### config.mk
export PLATFORM = sky130hd
export DESIGN_NAME = uart_rx_deframer
export DESIGN_NICKNAME = d
export VERILOG_FILES = /design/src/rtl/uart_pkg.sv /design/src/rtl/rx_sync.sv /design/src/rtl/uart_rx_deframer.sv
export SDC_FILE = /design/constraint.sdc
export NUM_CORES = 1
export LEC_CHECK = 0
export ABC_CLOCK_PERIOD_IN_PS = 5300
export BUFFER_PORTS_ARGS = -buffer_cell sky130_fd_sc_hd__buf_2
export CAP_MARGIN = 20
export CELL_PAD_IN_SITES_DETAIL_PLACEMENT = 2
export CELL_PAD_IN_SITES_GLOBAL_PLACEMENT = 2
export CORE_UTILIZATION = 39
export DETAILED_ROUTE_END_ITERATION = 12
export PLACE_DENSITY = 0.84
export SLEW_MARGIN = 20
export SYNTH_ARGS = -nofsm -noshare
export SYNTH_HDL_FRONTEND = slang
export SYNTH_SLANG_ARGS = --single-unit
### constraint.sdc
create_clock -name Clock -period 5.3 [get_ports Clock]
set_input_delay 0.795 -clock Clock [delete_from_list [all_inputs] [get_ports Clock]]
set_output_delay 0.795 -clock Clock [all_outputs]
set_load 0.05 [all_outputs]
### src/rtl/uart_pkg.sv
// uart_pkg: state encoding, parity encodings and default oversampling shared by the UART Tx/Rx paths.
package uart_pkg;
  typedef enum logic [2:0] {IDLE, START, DATA, PARITY, STOP, DONE} rx_state_e;
  localparam logic [1:0] PAR_NONE0 = 2'b00;
  localparam logic [1:0] PAR_ODD   = 2'b01;
  localparam logic [1:0] PAR_EVEN  = 2'b10;
  localparam logic [1:0] PAR_NONE3 = 2'b11;
  localparam int OVERSAMPLE_DEF = 16;
  function automatic logic parity_on(input logic [1:0] p);
    return (p == PAR_ODD) || (p == PAR_EVEN);
  endfunction
endpackage

### src/rtl/rx_sync.sv
// rx_sync: 2-flop synchronizer for the serial line, resetting to the idle (high) level.
module rx_sync (
  input  logic clk,
  input  logic rst_n,
  input  logic d,
  output logic q
);
  logic meta_q, sync_q;
  always_ff @(posedge clk or negedge rst_n)
    if (!rst_n) {sync_q, meta_q} <= 2'b11;
    else {sync_q, meta_q} <= {meta_q, d};
  assign q = sync_q;
endmodule

### src/rtl/uart_rx_deframer.sv
// uart_rx_deframer: oversampling UART receiver; start detect, mid-bit LSB-first sampling, parity/stop checks.
module uart_rx_deframer
  import uart_pkg::*;
#(
  parameter int OVERSAMPLE = OVERSAMPLE_DEF
) (
  input  logic       Clock,
  input  logic       ResetN,
  input  logic       BaudTick,
  input  logic       RxIn,
  input  logic [1:0] ParityType,
  input  logic       StopBits,
  input  logic       DataLength,
  output logic [7:0] DataOut,
  output logic       DataValid,
  output logic       ParityError,
  output logic       StopError,
  output logic       Busy
);
  localparam int TW = $clog2(OVERSAMPLE);
  rx_state_e state_q, state_d;
  logic [TW-1:0] tick_q, tick_d, tick_nx;
  logic [2:0] bit_q, bit_d;
  logic [7:0] shift_q, shift_d, data_out_q, data_out_d;
  logic [1:0] par_cfg_q, par_cfg_d;
  logic stop2_q, stop2_d, len8_q, len8_d;
  logic par_err_q, par_err_d, stop_acc_q, stop_acc_d;
  logic data_valid_q, data_valid_d, parity_error_q, parity_error_d, stop_error_q, stop_error_d;
  logic rx, mid, full, last_data;

  rx_sync u_sync (.clk(Clock), .rst_n(ResetN), .d(RxIn), .q(rx));

  assign mid = tick_q == TW'(OVERSAMPLE / 2 - 1);
  assign full = tick_q == TW'(OVERSAMPLE - 1);
  assign tick_nx = full ? '0 : tick_q + 1'b1;
  assign last_data = bit_q == {2'b11, len8_q};

  always_comb begin
    state_d = state_q;
    tick_d = tick_q;
    bit_d = bit_q;
    shift_d = shift_q;
    par_cfg_d = par_cfg_q;
    stop2_d = stop2_q;
    len8_d = len8_q;
    par_err_d = par_err_q;
    stop_acc_d = stop_acc_q;
    data_out_d = data_out_q;
    data_valid_d = 1'b0;
    parity_error_d = parity_error_q;
    stop_error_d = stop_error_q;
    case (state_q)
      IDLE: if (!rx) begin
        state_d = START;
        tick_d = '0;
        bit_d = '0;
        shift_d = '0;
        par_err_d = 1'b0;
        stop_acc_d = 1'b0;
        par_cfg_d = ParityType;
        stop2_d = StopBits;
        len8_d = DataLength;
      end
      START: if (BaudTick) begin
        tick_d = mid ? '0 : tick_nx;
        state_d = !mid ? START : rx ? IDLE : DATA;
      end
      DATA: if (BaudTick) begin
        tick_d = tick_nx;
        if (full) begin
          shift_d = {rx, shift_q[7:1]};
          bit_d = last_data ? 3'd0 : bit_q + 3'd1;
          state_d = !last_data ? DATA : parity_on(par_cfg_q) ? PARITY : STOP;
        end
      end
      PARITY: if (BaudTick) begin
        tick_d = tick_nx;
        if (full) begin
          par_err_d = ^shift_q ^ rx ^ (par_cfg_q == PAR_ODD);
          state_d = STOP;
        end
      end
      STOP: if (BaudTick) begin
        tick_d = tick_nx;
        if (full) begin
          stop_acc_d = stop_acc_q | ~rx;
          bit_d = bit_q + 3'd1;
          // Outputs load on the last stop sample so DataValid is visible during DONE.
          if (bit_q[0] == stop2_q) begin
            state_d = DONE;
            data_valid_d = 1'b1;
            data_out_d = len8_q ? shift_q : {1'b0, shift_q[7:1]};
            parity_error_d = par_err_q;
            stop_error_d = stop_acc_q | ~rx;
          end
        end
      end
      DONE: state_d = IDLE;
      default: state_d = IDLE;
    endcase
  end

  always_ff @(posedge Clock or negedge ResetN)
    if (!ResetN) begin
      state_q <= IDLE;
      tick_q <= '0;
      bit_q <= '0;
      shift_q <= '0;
      par_cfg_q <= PAR_NONE0;
      stop2_q <= 1'b0;
      len8_q <= 1'b0;
      par_err_q <= 1'b0;
      stop_acc_q <= 1'b0;
      data_out_q <= '0;
      data_valid_q <= 1'b0;
      parity_error_q <= 1'b0;
      stop_error_q <= 1'b0;
    end else begin
      state_q <= state_d;
      tick_q <= tick_d;
      bit_q <= bit_d;
      shift_q <= shift_d;
      par_cfg_q <= par_cfg_d;
      stop2_q <= stop2_d;
      len8_q <= len8_d;
      par_err_q <= par_err_d;
      stop_acc_q <= stop_acc_d;
      data_out_q <= data_out_d;
      data_valid_q <= data_valid_d;
      parity_error_q <= parity_error_d;
      stop_error_q <= stop_error_d;
    end

  assign DataOut = data_out_q;
  assign DataValid = data_valid_q;
  assign ParityError = parity_error_q;
  assign StopError = stop_error_q;
  assign Busy = state_q != IDLE;
endmodule

==> flow_metrics.py <==
metrics = {
    "outcome": {
        "status": "complete, no violations",
    },
    "detailed_routing": {
        "ant_nets": 0,
        "remaining_drc_errors": 0,
        "drt_first_pass_iters": 4,
        "routed_wl_mm": 4.83,
        "wl_per_cell_um": 17.0,
        "drt_iter0_markers": 46,
        "vias": 1521,
        "routed_via_density": 5.36,
    },
    "logic_synthesis": {
        "synth_cell_types": 47,
        "syn_area_um2": 1940,
        "synth_seq_cells": 37,
        "ys.flop_type": "dfrtp_1",
        "yosysTopAreaCell": "dfrtp_1",
        "ys_top_cells_by_area": "dfrtp_1, nand2_1, o21ai_0",
        "async_flop_share_pct": 100,
        "synth.avg_cell_area_um2": 9.68,
        "yosys.area.top_type_share_pct": 45.2,
        "synthCells": 200,
        "ys_seq_area_share_pct": 47.9,
        "yosys_warnings": 0,
        "syn_nets": 211,
        "synth_edf_count": 0,
        "synth_commonest_cells": "dfrtp_1, nand2_1, o21ai_0, xnor2_1, mux2i_1",
    },
    "clocking": {
        "cts_buffer_depth": 2,
        "clock_latency_ps": 290,
        "cts_sinks": 37,
        "cts_root_buffer": "clkbuf_8",
        "post-cts-setup-buffers": 0,
        "cts_tree": "done",
        "cts-htree-levels": 2,
        "clkTransAtPathRegs_ps": 80,
        "numCtsBuffers": 5,
        "cts_resized": 0,
        "cts_hold_buf": 0,
    },
    "global_route": {
        "grt_usage_pct": 19.8,
        "antenna_found_initial": 0,
        "grt_overflow": 0,
        "grt_max_degree": 38,
        "grt_pass1_wl_mm": 7.80,
        "grt_pass1_vias": 1630,
    },
    "layout": {
        "drive_above_1_share_pct": 17.5,
        "syn2layout_area_growth_pct": 10.5,
        "antenna_cells": 0,
        "num-fill-cells": 532,
        "nets": 227,
    },
    "timing": {
        "period_share_pct": 44.7,
        "worstMarginPinSlew_ps": 831,
        "drv_slew": 0,
        "hold_viol_final": 0,
        "rsz0062_at_grt": "false",
        "maxSlewHeadroom_pct": 44.6,
        "setup_violations": 0,
        "fin_skew_ps": 8.51,
        "setup_tns_ps": 0,
        "fmax_ghz": 0.422,
        "post-route-min-period_ps": 2370,
    },
    "power_and_ir_drop": {
        "peakVddDrop_uv": 225,
        "power_density_nw_per_um2": 447,
        "power_uw": 956,
        "p_leak_uw": 0.000959,
    },
    "setup_path": {
        "crit_type": "register to primary output",
        "worstSetupEndpointType": "primary output",
        "critPathArrivalTime_ps": 1580,
        "cp_top_family": "flip-flops",
        "startpoint_type": "register",
        "crit_required_ps": 4510,
        "cp_slowest_stage_delay_ps": 600,
        "critPathSlowestCell": "dfrtp_1",
        "critPathBufInv": 1,
        "path_cells": "or3_1, buf_2",
        "cp_max_fo": 19,
    },
    "worst_hold_path": {
        "holdCritPathClass": "register to register",
    },
    "placed_design": {
        "place.gp.congestion": 0.870,
        "dp_hpwl_mm": 3.52,
        "port_buffers": 19,
    },
    "floorplanning": {
        "die_area_um2": 5250,
        "start_util_pct": 40.7,
        "die_w_um": 72.5,
        "io_pins": 20,
        "die_h_um": 72.5,
        "num_rows": 25,
        "core_um2": 4750,
    },
    "run": {
        "drv_cap": 0,
    },
}
-- worst paths after layout --
path | from | endpoint | slack, ps | cells past startpoint
max | state_q[0] | Busy | 2930 | 2
min | u_sync.meta_q | u_sync.q | 370 | 0
max reg2reg | state_q[0] | tick_q[2] | 3120 | 5
min reg2reg | u_sync.meta_q | u_sync.q | 370 | 0
max in group asynchronous | ResetN | state_q[1] | 4170 | 1
min in group asynchronous | ResetN | stop2_q | 600 | 1
-- cell type report --
class	count	area [um2]	area share, %
Clock inverter	2	10.0	0.468
Inverter	4	15.0	0.701
Sequential cell	37	928	43.4
Tap cell	67	83.8	3.92
Multi-Input combinational cell	149	936	43.7
Timing Repair Buffer	19	95.1	4.44
Clock buffer	6	72.6	3.39
-- per-stage QoR --
| step | hold WS (ps) | cell area, um2 | std cells | util, % | setup slack, ps |
|---|---|---|---|---|---|
| after floorplan | 345 | 1940 | 200 | - | 3240 |
| after global placement | 348 | 2060 | 276 | 43.3 | 3090 |
| after detailed placement | 353 | 2060 | 276 | 43.3 | 2950 |
| after CTS | 366 | 2140 | 284 | 45.0 | 2930 |
| after global routing | 375 | 2140 | 284 | 45.0 | 2880 |
| final | 373 | 2140 | 284 | 45.0 | 2930 |
-- routing by layer --
layer	up-vias	share of wire [%]	track usage, %
met2	19	52	36.4
met3	6	2.5	4.03
met4	0	1.3	6.75
met1	761	44	22.7
met5	-	0	0
li1	735	-	-
-- flip-flops by register name (all words and copies together), names as in the netlist --
register / flops
bit_q: 3
tick_q: 4
state_q: 3
ParityError: 1
par_cfg_q: 2
u_sync.meta_q: 1
StopError: 1
len8_q: 1
stop_acc_q: 1
u_sync.q: 1
DataOut: 8
DataValid: 1
par_err_q: 1
shift_q: 8
stop2_q: 1
-- where the power goes --
group          switching, uW  total [uW]  internal [uW]
logic                    184         333            148
registers                104         434            330
clock network           98.3         189           91.2
total                    387         956            569
-- cells by family after synthesis --
family / Yosys count / share of synthesized area [%]
AO/OA/AOI/OAI: 52 / 16.7
XOR/XNOR: 11 / 4.97
adder cells (fa/ha/maj): 3 / 1.94
buffers and inverters: 14 / 3.75
flip-flops: 37 / 47.9
multiplexers: 14 / 7.75
AND/OR/NAND/NOR: 69 / 16.9
-- cells in the final DEF (no fill, tap or decap), types with 3 or more instances in the layout --
cell,netlist,routed
nor2_1,8,8
nand2_1,35,35
mux2i_1,9,9
dfrtp_1,35,35
ha_1,3,3
a21oi_1,7,7
buf_2,4,19
nand3_1,6,6
o21a_1,3,3
clkbuf_8,0,5
mux2_2,4,4
xnor2_1,10,10
nand2b_1,5,5
o21ai_0,24,24
inv_1,4,4
Note: power is estimated with default switching activity, not from simulation.
